===== src/rtl/fetch_unit_pkg.sv =====
// Shared definitions for the instruction fetch stage.
//   XLEN_DEFAULT  default address/instruction width
//   NOP_INSTR     addi x0,x0,0; the instruction placed in IF/ID for a bubble
//   RESET_VECTOR  default fetch address after reset
//   fetch_state_e fetch FSM states
package fetch_unit_pkg;

  localparam int unsigned XLEN_DEFAULT = 32;
  localparam logic [31:0] NOP_INSTR    = 32'h0000_0013;
  localparam logic [31:0] RESET_VECTOR = 32'h0000_0000;

  // FS_REQ : ready to issue a request
  // FS_WAIT: one request outstanding, its result will be used
  // FS_KILL: one request outstanding, its result will be discarded
  typedef enum logic [1:0] {
    FS_REQ  = 2'd0,
    FS_WAIT = 2'd1,
    FS_KILL = 2'd2
  } fetch_state_e;

endpackage


===== src/rtl/fetch_unit_if.sv =====
// Instruction memory request/response channel.
//   imem_req_valid   request valid            (master -> slave)
//   imem_req_addr    request address          (master -> slave)
//   imem_req_ready   slave accepts request    (slave -> master)
//   imem_resp_valid  response valid, in order (slave -> master)
//   imem_resp_data   fetched instruction      (slave -> master)
interface fetch_unit_if #(
  parameter int unsigned XLEN = fetch_unit_pkg::XLEN_DEFAULT
);

  logic            imem_req_valid;
  logic [XLEN-1:0] imem_req_addr;
  logic            imem_req_ready;
  logic            imem_resp_valid;
  logic [XLEN-1:0] imem_resp_data;

  modport master (
    output imem_req_valid, imem_req_addr,
    input  imem_req_ready, imem_resp_valid, imem_resp_data
  );

  modport slave (
    input  imem_req_valid, imem_req_addr,
    output imem_req_ready, imem_resp_valid, imem_resp_data
  );

endinterface


===== src/rtl/fetch_unit_ifid_reg.sv =====
// IF/ID pipeline register.
//   clk, reset           clock, synchronous active-high reset
//   load_en              update enable (decode not stalled)
//   flush                force a bubble, overrides load_en
//   in_valid             candidate instruction is real; 0 loads a bubble
//   in_instr/in_pc/in_pcplus4   candidate contents
//   instrD/pcD/pcplus4D/validD  register outputs to decode
module ifid_reg
  import fetch_unit_pkg::*;
#(
  parameter int unsigned XLEN = XLEN_DEFAULT
) (
  input  logic            clk,
  input  logic            reset,
  input  logic            load_en,
  input  logic            flush,
  input  logic            in_valid,
  input  logic [XLEN-1:0] in_instr,
  input  logic [XLEN-1:0] in_pc,
  input  logic [XLEN-1:0] in_pcplus4,
  output logic [XLEN-1:0] instrD,
  output logic [XLEN-1:0] pcD,
  output logic [XLEN-1:0] pcplus4D,
  output logic            validD
);

  always_ff @(posedge clk) begin
    if (reset || flush || (load_en && !in_valid)) begin
      validD   <= 1'b0;
      instrD   <= XLEN'(NOP_INSTR);
      pcD      <= '0;
      pcplus4D <= '0;
    end else if (load_en) begin
      validD   <= 1'b1;
      instrD   <= in_instr;
      pcD      <= in_pc;
      pcplus4D <= in_pcplus4;
    end
  end

endmodule


===== src/rtl/fetch_unit.sv =====
// IF stage plus IF/ID register of the 5-stage pipeline.
//   clk, reset       clock, synchronous active-high reset
//   stallF           hold pcF, issue no new request
//   stallD           hold IF/ID contents
//   redirect_valid   taken/mispredicted control transfer resolved in execute
//   redirect_pc      new fetch target (low two bits ignored)
//   imem             instruction memory channel (master side)
//   instrD/pcD/pcplus4D/validD   IF/ID register outputs
//   imem_wait        fetch is waiting on memory (status only)
module fetch_unit
  import fetch_unit_pkg::*;
#(
  parameter int unsigned     XLEN     = XLEN_DEFAULT,
  parameter logic [XLEN-1:0] RESET_PC = XLEN'(RESET_VECTOR)
) (
  input  logic               clk,
  input  logic               reset,
  input  logic               stallF,
  input  logic               stallD,
  input  logic               redirect_valid,
  input  logic [XLEN-1:0]    redirect_pc,
  fetch_unit_if.master       imem,
  output logic [XLEN-1:0]    instrD,
  output logic [XLEN-1:0]    pcD,
  output logic [XLEN-1:0]    pcplus4D,
  output logic               validD,
  output logic               imem_wait
);

  localparam logic [XLEN-1:0] ALIGN_MASK = ~XLEN'(3);

  fetch_state_e    state, state_nxt;
  logic [XLEN-1:0] pc_f, pc_seq;
  logic            hold_valid;
  logic [XLEN-1:0] hold_data, hold_pc;
  logic            req_valid, req_fire, resp_take;
  logic            ifid_valid_in;
  logic [XLEN-1:0] ifid_instr_in, ifid_pc_in;

  assign pc_seq = pc_f + XLEN'(4);

  always_comb begin
    state_nxt = state;
    req_valid = 1'b0;
    resp_take = 1'b0;
    imem.imem_req_addr = pc_f;
    unique case (state)
      FS_REQ: begin
        // Gated by reset so no request is accepted that the FSM never tracks.
        req_valid = !stallF && !hold_valid && !redirect_valid && !reset;
        if (!redirect_valid && req_valid && imem.imem_req_ready)
          state_nxt = FS_WAIT;
      end
      FS_WAIT: begin
        if (redirect_valid) begin
          state_nxt = imem.imem_resp_valid ? FS_REQ : FS_KILL;
        end else if (imem.imem_resp_valid) begin
          resp_take = 1'b1;
          // Back-to-back issue also requires the returning instruction to go
          // straight into IF/ID; otherwise the single hold entry could be
          // needed twice.
          req_valid = !stallF && !stallD && !hold_valid && !reset;
          imem.imem_req_addr = pc_seq;
          state_nxt = (req_valid && imem.imem_req_ready) ? FS_WAIT : FS_REQ;
        end
      end
      FS_KILL: begin
        if (imem.imem_resp_valid && !redirect_valid)
          state_nxt = FS_REQ;
      end
      default: state_nxt = FS_REQ;
    endcase
  end

  assign imem.imem_req_valid = req_valid;
  assign req_fire  = req_valid && imem.imem_req_ready;
  assign imem_wait = (state == FS_WAIT && !imem.imem_resp_valid) ||
                     (state == FS_KILL) ||
                     (req_valid && !req_fire);

  always_ff @(posedge clk) begin
    if (reset) begin
      state      <= FS_REQ;
      pc_f       <= RESET_PC & ALIGN_MASK;
      hold_valid <= 1'b0;
      hold_data  <= '0;
      hold_pc    <= '0;
    end else begin
      state <= state_nxt;
      if (redirect_valid) begin
        pc_f       <= redirect_pc & ALIGN_MASK;
        hold_valid <= 1'b0;
      end else begin
        if (resp_take)
          pc_f <= pc_seq;
        if (resp_take && stallD) begin
          hold_valid <= 1'b1;
          hold_data  <= imem.imem_resp_data;
          hold_pc    <= pc_f;
        end else if (hold_valid && !stallD) begin
          hold_valid <= 1'b0;
        end
      end
    end
  end

  // Hold buffer is only occupied in FS_REQ, so it never competes with a response.
  assign ifid_valid_in = resp_take || hold_valid;
  assign ifid_instr_in = resp_take ? imem.imem_resp_data : hold_data;
  assign ifid_pc_in    = resp_take ? pc_f : hold_pc;

  ifid_reg #(.XLEN(XLEN)) u_ifid (
    .clk        (clk),
    .reset      (reset),
    .load_en    (!stallD),
    .flush      (redirect_valid),
    .in_valid   (ifid_valid_in),
    .in_instr   (ifid_instr_in),
    .in_pc      (ifid_pc_in),
    .in_pcplus4 (ifid_pc_in + XLEN'(4)),
    .instrD     (instrD),
    .pcD        (pcD),
    .pcplus4D   (pcplus4D),
    .validD     (validD)
  );

endmodule


===== src/flat_wrapper.sv =====
// flat-port wrapper written by rule: the top's interface ports become plain ports
module fetch_unit_flat import fetch_unit_pkg::*;
#(
  parameter int unsigned     XLEN     = XLEN_DEFAULT,
  parameter logic [XLEN-1:0] RESET_PC = XLEN'(RESET_VECTOR)
)
  (clk, reset, stallF, stallD, redirect_valid, redirect_pc, instrD, pcD, pcplus4D, validD, imem_wait, imem_imem_req_valid, imem_imem_req_addr, imem_imem_req_ready, imem_imem_resp_valid, imem_imem_resp_data);
  fetch_unit_if #(.XLEN(XLEN)) imem_i ();
  input  logic clk;
  input  logic reset;
  input  logic stallF;
  input  logic stallD;
  input  logic redirect_valid;
  input  logic [XLEN-1:0] redirect_pc;
  output logic [XLEN-1:0] instrD;
  output logic [XLEN-1:0] pcD;
  output logic [XLEN-1:0] pcplus4D;
  output logic validD;
  output logic imem_wait;
  output wire logic [$bits(imem_i.imem_req_valid)-1:0] imem_imem_req_valid;
  output wire logic [$bits(imem_i.imem_req_addr)-1:0] imem_imem_req_addr;
  input wire logic [$bits(imem_i.imem_req_ready)-1:0] imem_imem_req_ready;
  input wire logic [$bits(imem_i.imem_resp_valid)-1:0] imem_imem_resp_valid;
  input wire logic [$bits(imem_i.imem_resp_data)-1:0] imem_imem_resp_data;
  assign imem_imem_req_valid = imem_i.imem_req_valid;
  assign imem_imem_req_addr = imem_i.imem_req_addr;
  assign imem_i.imem_req_ready = imem_imem_req_ready;
  assign imem_i.imem_resp_valid = imem_imem_resp_valid;
  assign imem_i.imem_resp_data = imem_imem_resp_data;
  fetch_unit #(.XLEN(XLEN), .RESET_PC(RESET_PC)) u_core (.clk(clk), .reset(reset), .stallF(stallF), .stallD(stallD), .redirect_valid(redirect_valid), .redirect_pc(redirect_pc), .imem(imem_i), .instrD(instrD), .pcD(pcD), .pcplus4D(pcplus4D), .validD(validD), .imem_wait(imem_wait));
endmodule

===== config.mk =====
export PLATFORM = sky130hd
export DESIGN_NAME = fetch_unit_flat
export DESIGN_NICKNAME = d
export VERILOG_FILES = /design/src/rtl/fetch_unit_pkg.sv /design/src/rtl/fetch_unit_if.sv /design/src/rtl/fetch_unit_ifid_reg.sv /design/src/rtl/fetch_unit.sv /design/src/flat_wrapper.sv
export SDC_FILE = /design/constraint.sdc
export NUM_CORES = 1
export LEC_CHECK = 0
export ABC_CLOCK_PERIOD_IN_PS = 6800
export BUFFER_PORTS_ARGS = -buffer_cell sky130_fd_sc_hd__buf_2
export CAP_MARGIN = 20
export CORE_MARGIN = 2
export CORE_UTILIZATION = 34
export CTS_BUF_LIST = sky130_fd_sc_hd__clkbuf_2 sky130_fd_sc_hd__clkbuf_4 sky130_fd_sc_hd__clkbuf_8
export CTS_CLUSTER_DIAMETER = 200
export CTS_CLUSTER_SIZE = 25
export DETAILED_ROUTE_END_ITERATION = 10
export PLACE_DENSITY_LB_ADDON = 0.2
export SYNTH_ARGS = -nofsm -noshare
export SYNTH_HDL_FRONTEND = slang
export SYNTH_HIERARCHICAL = 1
export SYNTH_SLANG_ARGS = --single-unit

===== constraint.sdc =====
create_clock -name clk -period 6.8 [get_ports clk]
set_input_delay 0 -clock clk [delete_from_list [all_inputs] [get_ports clk]]
set_output_delay 0 -clock clk [all_outputs]
set_load 0.05 [all_outputs]

After elaboration in Yosys (flattened, before gate mapping)
Cells that the tools add are included. Widths: inputs -> output; s select.

Register bits: 196. Output and inout bits: 131. Logic and storage cells: 75.

Add/sub/neg operators: 2. Equality and inequality tests: 5. Mux-type cells: 22. Bitwise gates (word level): 1. Reduce and logical (&&, ||, !) cells: 35.

Operators by type and width (number): $mux 32 (7); $add 32x3->32 const B (2); $logic_and 1x1->1 (16); $mux 2 (5); $logic_not 1->1 (8); $mux 1 (8); $pmux 2 s3 (1); $logic_or 1x1->1 (5); $ne 2x1->1 const B (2); $reduce_bool 2->1 (2); $ne 3x3->1 const B (1); $reduce_and 3->1 (1); $eq 2x1->1 const B (1); $eq 2x2->1 const B (1); $logic_not 2->1 (1); $pmux 1 s2 (1); $reduce_and 2->1 (1); $reduce_or 2->1 (1); $not 1->1 (1).

Longest topological paths before layout
Word-level depth: 11. Gate-level depth with buffers: 12. Depth with buffers taken out: 9.

Cells and area by module
Netlist, hierarchy kept.

By module, submodules not included: fetch_unit (times used 1, cells an instance 905, area an instance 5999.5 µm²); ifid_reg (times used 1, cells an instance 432, area an instance 3993.8 µm²).

Worst setup path after synthesis
OpenSTA, ideal clock, no wires.

Kind: register to register. From: reg u_core.state[0]. To: reg u_core.u_ifid.pcplus4D[26]. Arrival time: 2.398 ns. Data required time: 6.734 ns. Path slack: 4.336 ns. Cell stages (with the launch flop): 13. Path buffers: 3. Clock period less this slack: 2.464 ns. Path through: dfxtp_1 > buf_2 > and4bb_2 > buf_4 > clkbuf_1 > nand2_1 > nand2_1 > ha_1 > o21ai_1 > nor4_1 > xor2_1 > nand3_1 > a21oi_2.

Elaborated cells on any way between the ends: 8.

RTL lines: start, declared (line fetch_unit.sv:32) `fetch_state_e state, state_nxt;`; start signal, assigned (line fetch_unit.sv:89) `state <= state_nxt;`; $eq 2x1->1 (line fetch_unit.sv:47) `unique case (state)`; $mux 1 (line fetch_unit.sv:47); $mux 32 (line fetch_unit.sv:110) `assign ifid_pc_in = resp_take ? pc_f : hold_pc;`; net u_core.ifid_pc_in[2] (line fetch_unit.sv:38) `logic [XLEN-1:0] ifid_instr_in, ifid_pc_in;`; $add 32x3->32 (line fetch_unit.sv:120) `.in_pcplus4 (ifid_pc_in + XLEN'(4)),`; end signal, assigned (line fetch_unit_ifid_reg.sv:37) `pcplus4D <= in_pcplus4;`; end, declared (line fetch_unit_ifid_reg.sv:23) `output logic [XLEN-1:0] pcplus4D,`.

The timed path passes the listed nets, and every way through them passes these cells. A chain may end at the register's enable or synchronous reset.

Worst setup path after layout
From: reg u_core.state[0]. To: out imem_imem_req_addr[20].

Cells in the longest elaborated chain, start to end: 2.

RTL lines: $eq 2x1->1 (line fetch_unit.sv:47); $mux 32 (line fetch_unit.sv:47); end, declared (line flat_wrapper.sv:21) `output wire logic [$bits(imem_i.imem_req_addr)-1:0] imem_imem_req_addr;`.

No other way between the ends.

==> run_summary.xml <==
<?xml version="1.0" encoding="UTF-8"?>
<metrics>
  <group name="floorplan">
    <metric name="core_area" unit="um^2">28900</metric>
    <metric name="die-height" unit="um">175</metric>
    <metric name="ioPinCount" unit="">202</metric>
    <metric name="die-width" unit="um">175</metric>
    <metric name="design.die.area" unit="um^2">30800</metric>
    <metric name="number_of_rows_in_the_core_area" unit="">62</metric>
    <metric name="starting_density_of_the_core" unit="%">34.6</metric>
  </group>
  <group name="sta">
    <metric name="timing_worst_slew_pin_value" unit="ps">1030</metric>
    <metric name="hold_violations" unit="">0</metric>
    <metric name="rsz0062_at_grt" unit="">false</metric>
    <metric name="setup-tns-final" unit="ps">0</metric>
    <metric name="hold-worst-slack" unit="ps">116</metric>
    <metric name="max_freq" unit="MHz">291</metric>
    <metric name="min_clock_period_post_route" unit="ps">3430</metric>
    <metric name="timing.final.crit_share" unit="%">50.5</metric>
    <metric name="maxSlewHeadroom" unit="%">31.3</metric>
    <metric name="clock-skew-final" unit="ps">15.1</metric>
    <metric name="drv_slew" unit="">0</metric>
    <metric name="report.final.setup_viol" unit="">0</metric>
  </group>
  <group name="yosys">
    <metric name="synth.top_cell.area_share" unit="%">38.5</metric>
    <metric name="synth_area_leaders" unit="">dfxtp_1 38%, nand2_1 13%, nand2b_1 6.1%</metric>
    <metric name="synth_enable_flop_cells" unit="">0</metric>
    <metric name="async_flop_share" unit="%">0</metric>
    <metric name="seq_area_frac_synth" unit="%">38.5</metric>
    <metric name="ys.warnings.count" unit="">6</metric>
    <metric name="mappedNetlistArea" unit="um^2">9990</metric>
    <metric name="netlist_instances" unit="">1337</metric>
    <metric name="yosysTopAreaCell" unit="">dfxtp_1</metric>
    <metric name="synth_seq_cells" unit="">192</metric>
    <metric name="ys.flop_type" unit="">dfxtp_1</metric>
    <metric name="syn_area_per_cell" unit="um^2">7.47</metric>
    <metric name="cell_variety_after_synth" unit="">51</metric>
  </group>
  <group name="finish">
    <metric name="fin_util" unit="%">42.6</metric>
    <metric name="fill_cells" unit="">3028</metric>
    <metric name="num-nets-final" unit="">1612</metric>
    <metric name="drive_above_1_share" unit="%">20.4</metric>
    <metric name="diodes" unit="">0</metric>
    <metric name="area_delta_synth_final" unit="%">23.1</metric>
  </group>
  <group name="routing">
    <metric name="via_count_of_the_routed_design" unit="">9657</metric>
    <metric name="initialDrtViolationCount" unit="">599</metric>
    <metric name="route.detailed.drc" unit="">0</metric>
    <metric name="antenna_left" unit="">0</metric>
    <metric name="drt-wirelength-per-cell" unit="um">15.9</metric>
    <metric name="post_drt_via_cell_ratio" unit="">4.99</metric>
    <metric name="firstDrtPassIters" unit="">5</metric>
    <metric name="totalWireLength" unit="um">30800</metric>
  </group>
  <group name="pwr">
    <metric name="peakVddDrop" unit="uV">121</metric>
    <metric name="total_leakage_power" unit="nW">4.83</metric>
    <metric name="power_density_over_the_cells" unit="nW/um^2">175</metric>
  </group>
  <group name="place">
    <metric name="routabilityCongestion" unit="">0.821</metric>
    <metric name="detailedPlacementHpwl" unit="um">20200</metric>
    <metric name="io_buffers" unit="">197</metric>
  </group>
  <group name="clock_network">
    <metric name="post_cts_resize_count" unit="">0</metric>
    <metric name="cts.root.buffer_cell" unit="">clkbuf_8</metric>
    <metric name="cts_tree" unit="">done</metric>
    <metric name="cts.sink_count" unit="">192</metric>
    <metric name="worst_skew_pair.late_latency" unit="ps">470</metric>
    <metric name="clk_path_buf_depth" unit="">2</metric>
    <metric name="clkTransAtPathRegs" unit="ps">120</metric>
    <metric name="cts_max_level" unit="">4</metric>
    <metric name="cts_made_buffers" unit="">17</metric>
  </group>
  <group name="critical_path">
    <metric name="reg2reg_slack" unit="ps">3550</metric>
    <metric name="timing.critical_path.arrival" unit="ps">3430</metric>
    <metric name="wp_data_required" unit="ps">6800</metric>
    <metric name="cp_max_fo" unit="">74</metric>
    <metric name="timing.rr.start" unit="">u_core/state[0]$_SDFFE_PP0P_</metric>
    <metric name="setup.worst_path.end_class" unit="">output pin</metric>
    <metric name="worst_setup_path_start_kind" unit="">register</metric>
    <metric name="critical_path.reg2reg.endpoint" unit="">u_core/u_ifid/pcplus4D[28]$_SDFFE_PP0P_</metric>
    <metric name="worst-r2r-cell-count" unit="">9</metric>
    <metric name="setup.worst_path.class" unit="">reg -&gt; out</metric>
  </group>
  <group name="worst_hold_path">
    <metric name="hold_path_startpoint" unit="">redirect_valid</metric>
    <metric name="worst_hold_path.endpoint" unit="">u_core/hold_valid$_SDFFE_PP0P_</metric>
    <metric name="holdCritPathClass" unit="">in -&gt; reg</metric>
    <metric name="hold_path_stages" unit="">3</metric>
  </group>
  <group name="global_routing">
    <metric name="grt_first_pass_wirelength" unit="um">48500</metric>
    <metric name="grt_util_all_layers" unit="%">19.6</metric>
    <metric name="globalRoute.totalOverflow" unit="">0</metric>
    <metric name="grt_antenna_before_repair" unit="">0</metric>
    <metric name="first_global_vias" unit="">9042</metric>
    <metric name="grt_max_degree" unit="">102</metric>
  </group>
  <group name="run_status">
    <metric name="run_status" unit="">complete, no violations</metric>
  </group>
  <group name="flow_run">
    <metric name="cap_violations" unit="">0</metric>
  </group>
</metrics>
-- cells in the final DEF (no fill, tap or decap), types with 7 or more instances in the layout --
| cell type | synthesis | routed |
|---|---|---|
| nand4_1 | 23 | 23 |
| dlygate4sd3_1 | 0 | 87 |
| buf_2 | 37 | 196 |
| xor2_1 | 33 | 33 |
| o21a_1 | 9 | 9 |
| mux2i_1 | 7 | 7 |
| o21ai_0 | 10 | 10 |
| clkbuf_8 | 0 | 17 |
| inv_1 | 18 | 17 |
| xnor2_1 | 30 | 30 |
| nand2b_1 | 97 | 96 |
| a21oi_1 | 118 | 118 |
| a211oi_1 | 7 | 7 |
| dfxtp_1 | 192 | 192 |
| nor4_1 | 16 | 16 |
| nand2_1 | 337 | 336 |
| and3_1 | 8 | 8 |
| nor3_1 | 22 | 22 |
| nor2_1 | 47 | 46 |
| nand3_1 | 121 | 121 |
| buf_4 | 8 | 10 |
| a21oi_2 | 60 | 60 |
| a31oi_1 | 11 | 11 |
-- per-layer routing --
metal | track usage, % | vias to the layer above | routed length, um
met5 | 0 | - | 0
met4 | 5.44 | 0 | 430
met3 | 3.59 | 27 | 1320
met2 | 32.4 | 225 | 14800
met1 | 26.1 | 4530 | 14200
li1 | - | 4875 | -
-- kinds of logic after synthesis --
logic type	Yosys count	synth area share, %
simple gates	705	33.6
other cells	1	0.0375
flops	192	38.5
fa+ha+maj	2	0.250
xor+xnor	63	5.52
compound gates	229	14.6
mux	11	1.15
buf+inv	134	6.40
-- registers in the layout, indices dropped and copies added (netlist names) --
signal                  cells
u_core/hold_data           32
u_core/hold_pc             30
u_core/hold_valid           1
u_core/pc_f                30
u_core/state                2
u_core/u_ifid/instrD       32
u_core/u_ifid/pcD          32
u_core/u_ifid/pcplus4D     32
u_core/u_ifid/validD        1
-- metrics by stage --
step,std cells,cell area [um^2],setup slack (ps),power (mW)
6_report,1936,12300,3370,2.15
5_1_grt,1936,12300,3120,2.25
4_1_cts,1935,12300,3310,2.18
3_5_place_dp,1816,11000,3600,1.38
3_3_place_gp,1816,11000,3620,1.38
2_1_floorplan,1342,10000,4340,1.32
-- worst max-delay path by stage --
stage,from,endpoint
floorplan,u_core/state[0]$_SDFFE_PP0P_,u_core/u_ifid/pcplus4D[26]$_SDFFE_PP0P_
global placement,u_core/state[0]$_SDFFE_PP0P_,u_core/u_ifid/pcplus4D[28]$_SDFFE_PP0P_
detailed placement,u_core/state[0]$_SDFFE_PP0P_,u_core/u_ifid/pcplus4D[28]$_SDFFE_PP0P_
CTS,u_core/state[0]$_SDFFE_PP0P_,imem_imem_req_addr[29]
global route,u_core/state[0]$_SDFFE_PP0P_,imem_imem_req_addr[29]
finish,u_core/state[0]$_SDFFE_PP0P_,imem_imem_req_addr[20]
-- repair_timing --
| item | CTS | global route |
|---|---|---|
| hold buffers | 87 | 0 |
| setup buffers | 0 | 0 |
| endpoints found under the hold margin | 96 | 0 |
-- synthesized netlist by cell type (all sizes together) (2+ instances only) --
cell and number:
nand2 337, a21oi 178, dfxtp 192, clkbuf 55
nor3 22, a31oi 11, o21a 9, xor2 33
xnor2 30, nand3b 4, buf 61, nand4 24
nand2b 97, inv 18, and2 2, nor4 17
mux2 4, nor2b 2, nor2 47, and4 4
nand3 121, ha 2, and3b 4, or3 7
a211oi 7, mux2i 7, and3 8, o21ai 14
or2 4, a311oi 4
-- layout make-up --
type	instances	area (um^2)	share of cell area, %
clock buffer	17	234	1.90
clock inverter	15	170	1.38
inverter	18	70.1	0.569
multi-input combinational	1016	5550	45.1
sequential	192	3840	31.2
tap	384	480	3.90
timing repair buffer	294	1950	15.9
-- power by group --
part | internal (mW) | leakage, nW | switching, mW
clock | 0.280 | 0.203 | 0.484
sequential | 1.14 | 1.55 | 0.0320
combinational | 0.0879 | 3.07 | 0.134
total | 1.50 | 4.83 | 0.650
-- critical path, stage by stage, from the launching register on --
cell and delay, ps:
dfxtp_1 580, and4bb_4 380, buf_4 700, nand2_1 260, nor4_1 420, xor2_1 280
buf_2 320
Power figures use the tool's default switching activity.
